[src/rtl/axi_confreg_slave.sv]
// axi_confreg_slave: AXI-style responder serving a bank of 32-bit config registers with burst reads.
// Optional macro RESP_DELAY_EN inserts DELAY wait cycles before the first read beat and the write response.
module axi_confreg_slave #(
   parameter int ADDR_W = 4,
   parameter int DELAY  = 2
) (
   input  logic        clk,
   input  logic        rst,
   input  logic [31:0] araddr,
   input  logic [7:0]  arlen,
   input  logic [2:0]  arsize,
   input  logic        arvalid,
   output logic        arready,
   output logic [31:0] rdata,
   output logic        rlast,
   output logic        rvalid,
   input  logic        rready,
   input  logic [31:0] awaddr,
   input  logic        awvalid,
   output logic        awready,
   input  logic [31:0] wdata,
   input  logic [3:0]  wstrb,
   input  logic        wlast,
   input  logic        wvalid,
   output logic        wready,
   output logic        bvalid,
   input  logic        bready
);
   localparam int N = 2 ** ADDR_W;
   localparam logic [1:0] R_IDLE = 2'd0, R_DATA = 2'd2;
   localparam logic [1:0] W_IDLE = 2'd0, W_DATA = 2'd2, W_RESP = 2'd3;
`ifdef RESP_DELAY_EN
   localparam logic [1:0] R_WAIT = 2'd1, W_WAIT = 2'd1;
   logic [7:0] r_dly_q, r_dly_d, w_dly_q, w_dly_d;
`endif
   logic [1:0]        r_state_q, r_state_d, w_state_q, w_state_d;
   logic [ADDR_W-1:0] r_idx_q, r_idx_d, w_idx_q, w_idx_d, ar_idx, aw_idx;
   logic [7:0]        r_cnt_q, r_cnt_d;
   logic [31:0]       rdata_q, rdata_d;
   logic [31:0]       mem_q [N];
   logic              unused_ok;

   assign ar_idx    = araddr[ADDR_W+1:2];
   assign aw_idx    = awaddr[ADDR_W+1:2];
   assign unused_ok = ^{arsize, araddr[31:ADDR_W+2], araddr[1:0], awaddr[31:ADDR_W+2], awaddr[1:0]};

   always_comb begin
      r_state_d = r_state_q;
      r_idx_d   = r_idx_q;
      r_cnt_d   = r_cnt_q;
      rdata_d   = rdata_q;
`ifdef RESP_DELAY_EN
      r_dly_d   = r_dly_q;
`endif
      case (r_state_q)
         R_IDLE: if (arvalid) begin
            r_idx_d   = ar_idx;
            r_cnt_d   = arlen;
            rdata_d   = mem_q[ar_idx];
`ifdef RESP_DELAY_EN
            r_state_d = (DELAY == 0) ? R_DATA : R_WAIT;
            r_dly_d   = 8'(DELAY - 1);
`else
            r_state_d = R_DATA;
`endif
         end
`ifdef RESP_DELAY_EN
         R_WAIT: if (r_dly_q == '0) begin
            r_state_d = R_DATA;
            rdata_d   = mem_q[r_idx_q];
         end else begin
            r_dly_d = r_dly_q - 1'b1;
         end
`endif
         R_DATA: if (rready) begin
            if (r_cnt_q == '0) begin
               r_state_d = R_IDLE;
            end else begin
               r_idx_d = r_idx_q + 1'b1;
               r_cnt_d = r_cnt_q - 1'b1;
               rdata_d = mem_q[r_idx_d];
            end
         end
         default: r_state_d = R_IDLE;
      endcase
   end

   always_comb begin
      w_state_d = w_state_q;
      w_idx_d   = w_idx_q;
`ifdef RESP_DELAY_EN
      w_dly_d   = w_dly_q;
`endif
      case (w_state_q)
         W_IDLE: if (awvalid) begin
            w_idx_d   = aw_idx;
            w_state_d = W_DATA;
         end
         W_DATA: if (wvalid) begin
            w_idx_d = w_idx_q + 1'b1;
`ifdef RESP_DELAY_EN
            w_dly_d = 8'(DELAY - 1);
            if (wlast) w_state_d = (DELAY == 0) ? W_RESP : W_WAIT;
`else
            if (wlast) w_state_d = W_RESP;
`endif
         end
`ifdef RESP_DELAY_EN
         W_WAIT: if (w_dly_q == '0) w_state_d = W_RESP; else w_dly_d = w_dly_q - 1'b1;
`endif
         W_RESP: if (bready) w_state_d = W_IDLE;
         default: w_state_d = W_IDLE;
      endcase
   end

   // A write and a same-cycle read capture both sample the old mem_q, so the read sees pre-write data.
   always_ff @(posedge clk) begin
      if (rst) begin
         r_state_q <= R_IDLE;
         w_state_q <= W_IDLE;
         r_idx_q   <= '0;
         w_idx_q   <= '0;
         r_cnt_q   <= '0;
         rdata_q   <= '0;
`ifdef RESP_DELAY_EN
         r_dly_q   <= '0;
         w_dly_q   <= '0;
`endif
         for (int i = 0; i < N; i++) mem_q[i] <= '0;
      end else begin
         r_state_q <= r_state_d;
         w_state_q <= w_state_d;
         r_idx_q   <= r_idx_d;
         w_idx_q   <= w_idx_d;
         r_cnt_q   <= r_cnt_d;
         rdata_q   <= rdata_d;
`ifdef RESP_DELAY_EN
         r_dly_q   <= r_dly_d;
         w_dly_q   <= w_dly_d;
`endif
         if (w_state_q == W_DATA && wvalid)
            for (int b = 0; b < 4; b++)
               if (wstrb[b]) mem_q[w_idx_q][8*b +: 8] <= wdata[8*b +: 8];
      end
   end

   assign arready = ~rst & (r_state_q == R_IDLE);
   assign awready = ~rst & (w_state_q == W_IDLE);
   assign rvalid  = r_state_q == R_DATA;
   assign rlast   = rvalid & (r_cnt_q == '0);
   assign rdata   = rdata_q;
   assign wready  = w_state_q == W_DATA;
   assign bvalid  = w_state_q == W_RESP;
endmodule

[config.mk]
export PLATFORM = sky130hd
export DESIGN_NAME = axi_confreg_slave
export DESIGN_NICKNAME = d
export VERILOG_FILES = /design/src/rtl/axi_confreg_slave.sv
export SDC_FILE = /design/constraint.sdc
export NUM_CORES = 1
export LEC_CHECK = 0
export ABC_AREA = 1
export ABC_CLOCK_PERIOD_IN_PS = 4300
export BUFFER_PORTS_ARGS = -buffer_cell sky130_fd_sc_hd__buf_2
export CAP_MARGIN = 20
export CORE_AREA = 2 2 225 249
export CTS_CLUSTER_DIAMETER = 30
export DETAILED_ROUTE_END_ITERATION = 10
export DIE_AREA = 0 0 227 251
export HOLD_SLACK_MARGIN = 0.15
export PLACE_DENSITY = 0.73
export RECOVER_POWER = 50
export SYNTH_ARGS = -nofsm -noshare
export SYNTH_HDL_FRONTEND = slang
export SYNTH_SLANG_ARGS = --single-unit
[constraint.sdc]
create_clock -name clk -period 4.3 [get_ports clk]
set_clock_uncertainty 0.05 [all_clocks]
set_input_delay 0.86 -clock clk [delete_from_list [all_inputs] [get_ports clk]]
set_output_delay 0.86 -clock clk [all_outputs]
set_load 0.03 [all_outputs]
* Word-level counts from Yosys, hierarchy flattened *
Memory sizes are Yosys's and may differ from the RTL's.
Cells that the tools add are included.

storage, ports and cells
  memory bits (writable) = 512
  output and inout port bits = 38
  memories = 1
  logic and storage cells = 81
  register bits = 52
  input port bits = 119

cells by class
  mux-type cells = 45
  reduce and logical (&&, ||, !) cells = 11
  add/sub/neg operators = 3
  bitwise logic cells = 4
  eq/ne operators = 11

memories
  memory  depth  width  rd ports  clocked after memory_dff  write ports  RTL line  RTL
  mem_q   16     32     2         0                         16           40        logic [31:0] mem_q [N];

operators by type and width
  kind                                                                count
  32-bit two-way mux                                                  4
  32-bit case mux with 2 select lines                                 1
  32-bit OR reduction                                                 1
  4-bit two-way mux                                                   7
  8-bit two-way mux                                                   3
  1-bit two-way mux                                                   18
  4-bit case mux with 2 select lines                                  2
  8-bit case mux with 2 select lines                                  1
  2-bit two-way mux                                                   7
  2-bit != test, second input constant                                5
  4-bit by 1-bit adder with 4-bit output, second input constant       2
  8-bit zero test                                                     1
  4-bit AND reduction                                                 2
  8-bit by 1-bit subtractor with 8-bit output, second input constant  1
  2-bit equality test, second input constant                          3
  2-bit by 1-bit != test with 1-bit output, second input constant     3
  2-bit case mux with 3 select lines                                  1
  3-bit AND reduction                                                 2
  2-bit zero test                                                     2
  2-bit case mux with 2 select lines                                  1
  2-bit nonzero test                                                  2
  1-bit bitwise AND                                                   3
  1-bit logical AND                                                   1
  1-bit inverter                                                      1

* Depth between registers and ports, before layout *
  word-level depth = 7
  gate-level depth with buffers = 13
  gate-level depth less buffers = 11

* Worst setup path after synthesis *
No wires, ideal clock.

  path type = input to output
  start point = in rst
  end point = out awready
  arrival time = 1924 ps
  setup slack = 1466 ps
  cell stages on the path = 3
  cell sequence = buf_2 > clkbuf_1 > nor3_1

between the ends
  word-level cells in the longest chain between the ends = 2

ends and longest elaborated chain
  element             RTL line  RTL
  start: declaration  8         input logic rst,
  1-bit inverter      148       assign awready = ~rst & (w_state_q == W_IDLE);
  1-bit bitwise AND   148
  end: declaration    20        output logic awready,

No other way between the ends.

==> results.yml <==
run_status:
  run_status: "finished, final reports clean"
pwr:
  total_power_uw: 18100
  power_leakage_uw: 0.01631
  power_density_mw_per_mm2: 499.5
  irDropWorstVdd_uv: 393.8
routing:
  drc_errors: 0
  drtAntennaViolNets: 0
  drtIter0Drc: 3740
  drt-total-wl_um: 101200
  viasPerCell: 5.776
  via_count: 29411
  wire_per_inst_um: 19.88
  dr.pass1.iters: 7
setup_path:
  crit_type: "reg -> reg"
  cp_num_buf_inv: 2
  worstPathCellList: "inv_1 -> nor2_1 -> inv_2 -> nor2_1 -> nand2_1 -> nor2_4 -> nand2_1 -> nand2_1"
  slowest_stage: "nand2_1"
  path_max_fanout: 16
  cpMostUsedCell: "nand2_1"
  setup.worst_path.end_class: "flop"
  cp.arrival_ns: 3.69
  crit_family: "simple AND/OR/NAND/NOR gates"
  start_kind: "flop"
  worstPathRequired_ns: 4.52
  cp_slowest_stage_delay_ns: 0.56
  rrSetupSlack_ns: 0.83
floorplan:
  num_io_pins: 157
  dieHeight_um: 251
  dieArea_mm2: 0.05698
  start_util_pct: 58.30
  die_w_um: 227
  coreArea_mm2: 0.05450
  fp-row-count: 90
synth:
  syn_area_mm2: 0.03177
  synthCells: 4275
  synth.net_count: 4401
  synth.distinct_cells: 30
  synth.top_cells.by_area: "edfxtp_1 48%, nand2_1 18%, nand3_1 12%"
  syn_avg_cell_area_um2: 7.433
  synth_area_leader_cell: "edfxtp_1"
  synth_top_area_share_pct: 48.39
  yosysWarnings: 0
  synth-seq-cells: 563
  yosysSeqAreaShare_pct: 51.60
placed_design:
  port_buffers: 97
  placed_area_mm2: 0.03269
  globalplace.congestion: 0.8869
  place_hpwl_um: 59740
  place_inst: 4890
cts:
  cts_sinks: 563
  cts_buffers: 108
  cts_resized: 0
  cts_tree: "done"
  clk_pin_slew_ns: 0.05
  cts-htree-levels: 3
  post_cts.repair.setup_buffers: 0
  root_buffer: "clkbuf_16"
  cts_buffer_depth: 3
  ctsHoldBuffers: 0
  insertion_delay_ns: 0.65
finish:
  nFillCells: 4653
  final_area_mm2: 0.03622
  final_util_pct: 66.46
  drive_gt1_share_pct: 7.026
  num-nets-final: 4391
  stdcell_count: 5092
  area_growth_pct: 14.01
global_route:
  grt_pass1_vias: 27838
  grt_usage_pct: 35.66
  overflow: 0
  grt_max_degree: 177
  antenna_found_initial: 1
  grt_pass1_wl_um: 155000
timing:
  fin_crit_sh_pct: 80.72
  fin_tns_setup_ns: 0
  rsz0062_at_grt: "false"
  slew_viol_final: 0
  hold_viol_final: 0
  slew_headroom_pct: 1.021
  period_minus_slack_ns: 3.471
  finalSetupViolCount: 0
  tightest_slew_ns: 1.485
  clock.fmax_mhz: 288.1
flow_run:
  drv_cap: 0
hold_path:
  hold_path_class: "in -> reg"
[layer usage]
metal	track usage [%]	up-vias	part of all wire [%]	wire [um]
met5	0	-	0.050	51
met2	56.75	1803	47	47230
li1	-	13682	-	-
met3	7.784	377	11	11300
met4	20.99	2	5.5	5522
met1	44.80	13547	37	37140
[where the power goes]
group	total (uW)	internal, uW	leakage, uW	switching, uW
clock network	8520	5660	0.00179	2860
registers	6400	6230	0.00571	167
logic	3170	822	0.00881	2350
total	18100	12700	0.0163	5380
[synth_stat cells, drive strengths merged]
| master | number |
|---|---|
| nor3 | 1 |
| clkinv | 2 |
| nor2 | 647 |
| inv | 390 |
| nand2 | 1542 |
| o21a | 1 |
| o31ai | 1 |
| o21ai | 66 |
| nand4 | 5 |
| ha | 7 |
| or2 | 5 |
| buf | 118 |
| xnor2 | 1 |
| mux2i | 1 |
| a211oi | 3 |
| a31oi | 3 |
| edfxtp | 512 |
| nand3 | 732 |
| clkbuf | 150 |
| a21oi | 33 |
| xor2 | 3 |
| nand3b | 1 |
| dfxtp | 51 |
[worst paths after layout]
check,from,end,cells after the start
setup reg to reg,w_state_q[1]$_SDFFE_PP0P_,mem_q[7][10]$_SDFFCE_PN0P_,8
setup / recovery,w_state_q[1]$_SDFFE_PP0P_,mem_q[7][10]$_SDFFCE_PN0P_,8
hold / removal,arlen[7],r_cnt_q[7]$_SDFFE_PP0P_,3
hold reg to reg,r_cnt_q[5]$_SDFFE_PP0P_,r_cnt_q[5]$_SDFFE_PP0P_,2
[cells by family (layout without fill, tap and decap cells)]
logic type	after synthesis	after routing	synth area share (%)
buffers and inverters	660	740	8.155
DFF	563	563	51.60
adders and majority gates	7	7	0.2756
xor gates and xnor gates	4	4	0.1339
AOI/OAI and AO/OA	107	107	1.737
and+or+nand+nor	2933	2933	38.07
other	0	1	0
muxes	1	1	0.03150
[state kept, by name, indices dropped and copies added (netlist names)]
register / flops
mem_q: 512
rdata: 32
r_cnt_q: 8
r_idx_q: 4
w_idx_q: 4
w_state_q: 2
r_state_q: 1
[area by class of cell]
class	instances	area, um2	area share [%]
sequential	563	16400	45.27
multi-input combinational	3052	12740	35.18
clock buffer	136	3018	8.331
inverter	392	1493	4.121
timing repair buffer	148	963.4	2.660
tap	736	920.9	2.542
clock inverter	64	684.4	1.889
antenna	1	2.502	0.006908
[stage by stage]
stage          hold slack, ns  setup slack [ns]
5_1_grt                0.4469            0.5457
6_report               0.4252            0.8291
3_5_place_dp           0.4460             1.018
2_1_floorplan          0.4124             1.466
3_3_place_gp           0.4391             1.021
4_1_cts                0.4060             1.293
[worst register-to-register path: cells and delay by family (launching register included)]
family / cells / cell delay, ns
and+or+nand+nor: 6 / 2.39
buffers and inverters: 2 / 0.24
DFF: 1 / 0.41
[layout by cell type, fill, tap and decap left out, types with 3 or more instances in the layout]
master | netlist | layout
a211oi_1 | 3 | 3
clkinv_2 | 0 | 17
clkbuf_16 | 0 | 116
nand2_2 | 40 | 5
bufinv_16 | 0 | 12
nand2_1 | 1502 | 1537
edfxtp_1 | 512 | 512
nand4_1 | 5 | 5
nand3_1 | 732 | 732
buf_12 | 0 | 12
clkinv_1 | 2 | 12
inv_6 | 0 | 8
clkinv_4 | 0 | 7
ha_1 | 7 | 6
nor2_1 | 641 | 640
o21ai_0 | 66 | 66
or2_2 | 5 | 5
buf_4 | 0 | 30
inv_1 | 386 | 384
clkbuf_8 | 0 | 5
clkbuf_1 | 150 | 59
clkinvlp_4 | 0 | 9
dfxtp_1 | 51 | 50
a21oi_1 | 33 | 33
buf_2 | 67 | 58
nor2_4 | 5 | 7
inv_2 | 4 | 3
a31oi_1 | 3 | 3
Note: power is estimated with default switching activity, not from simulation.
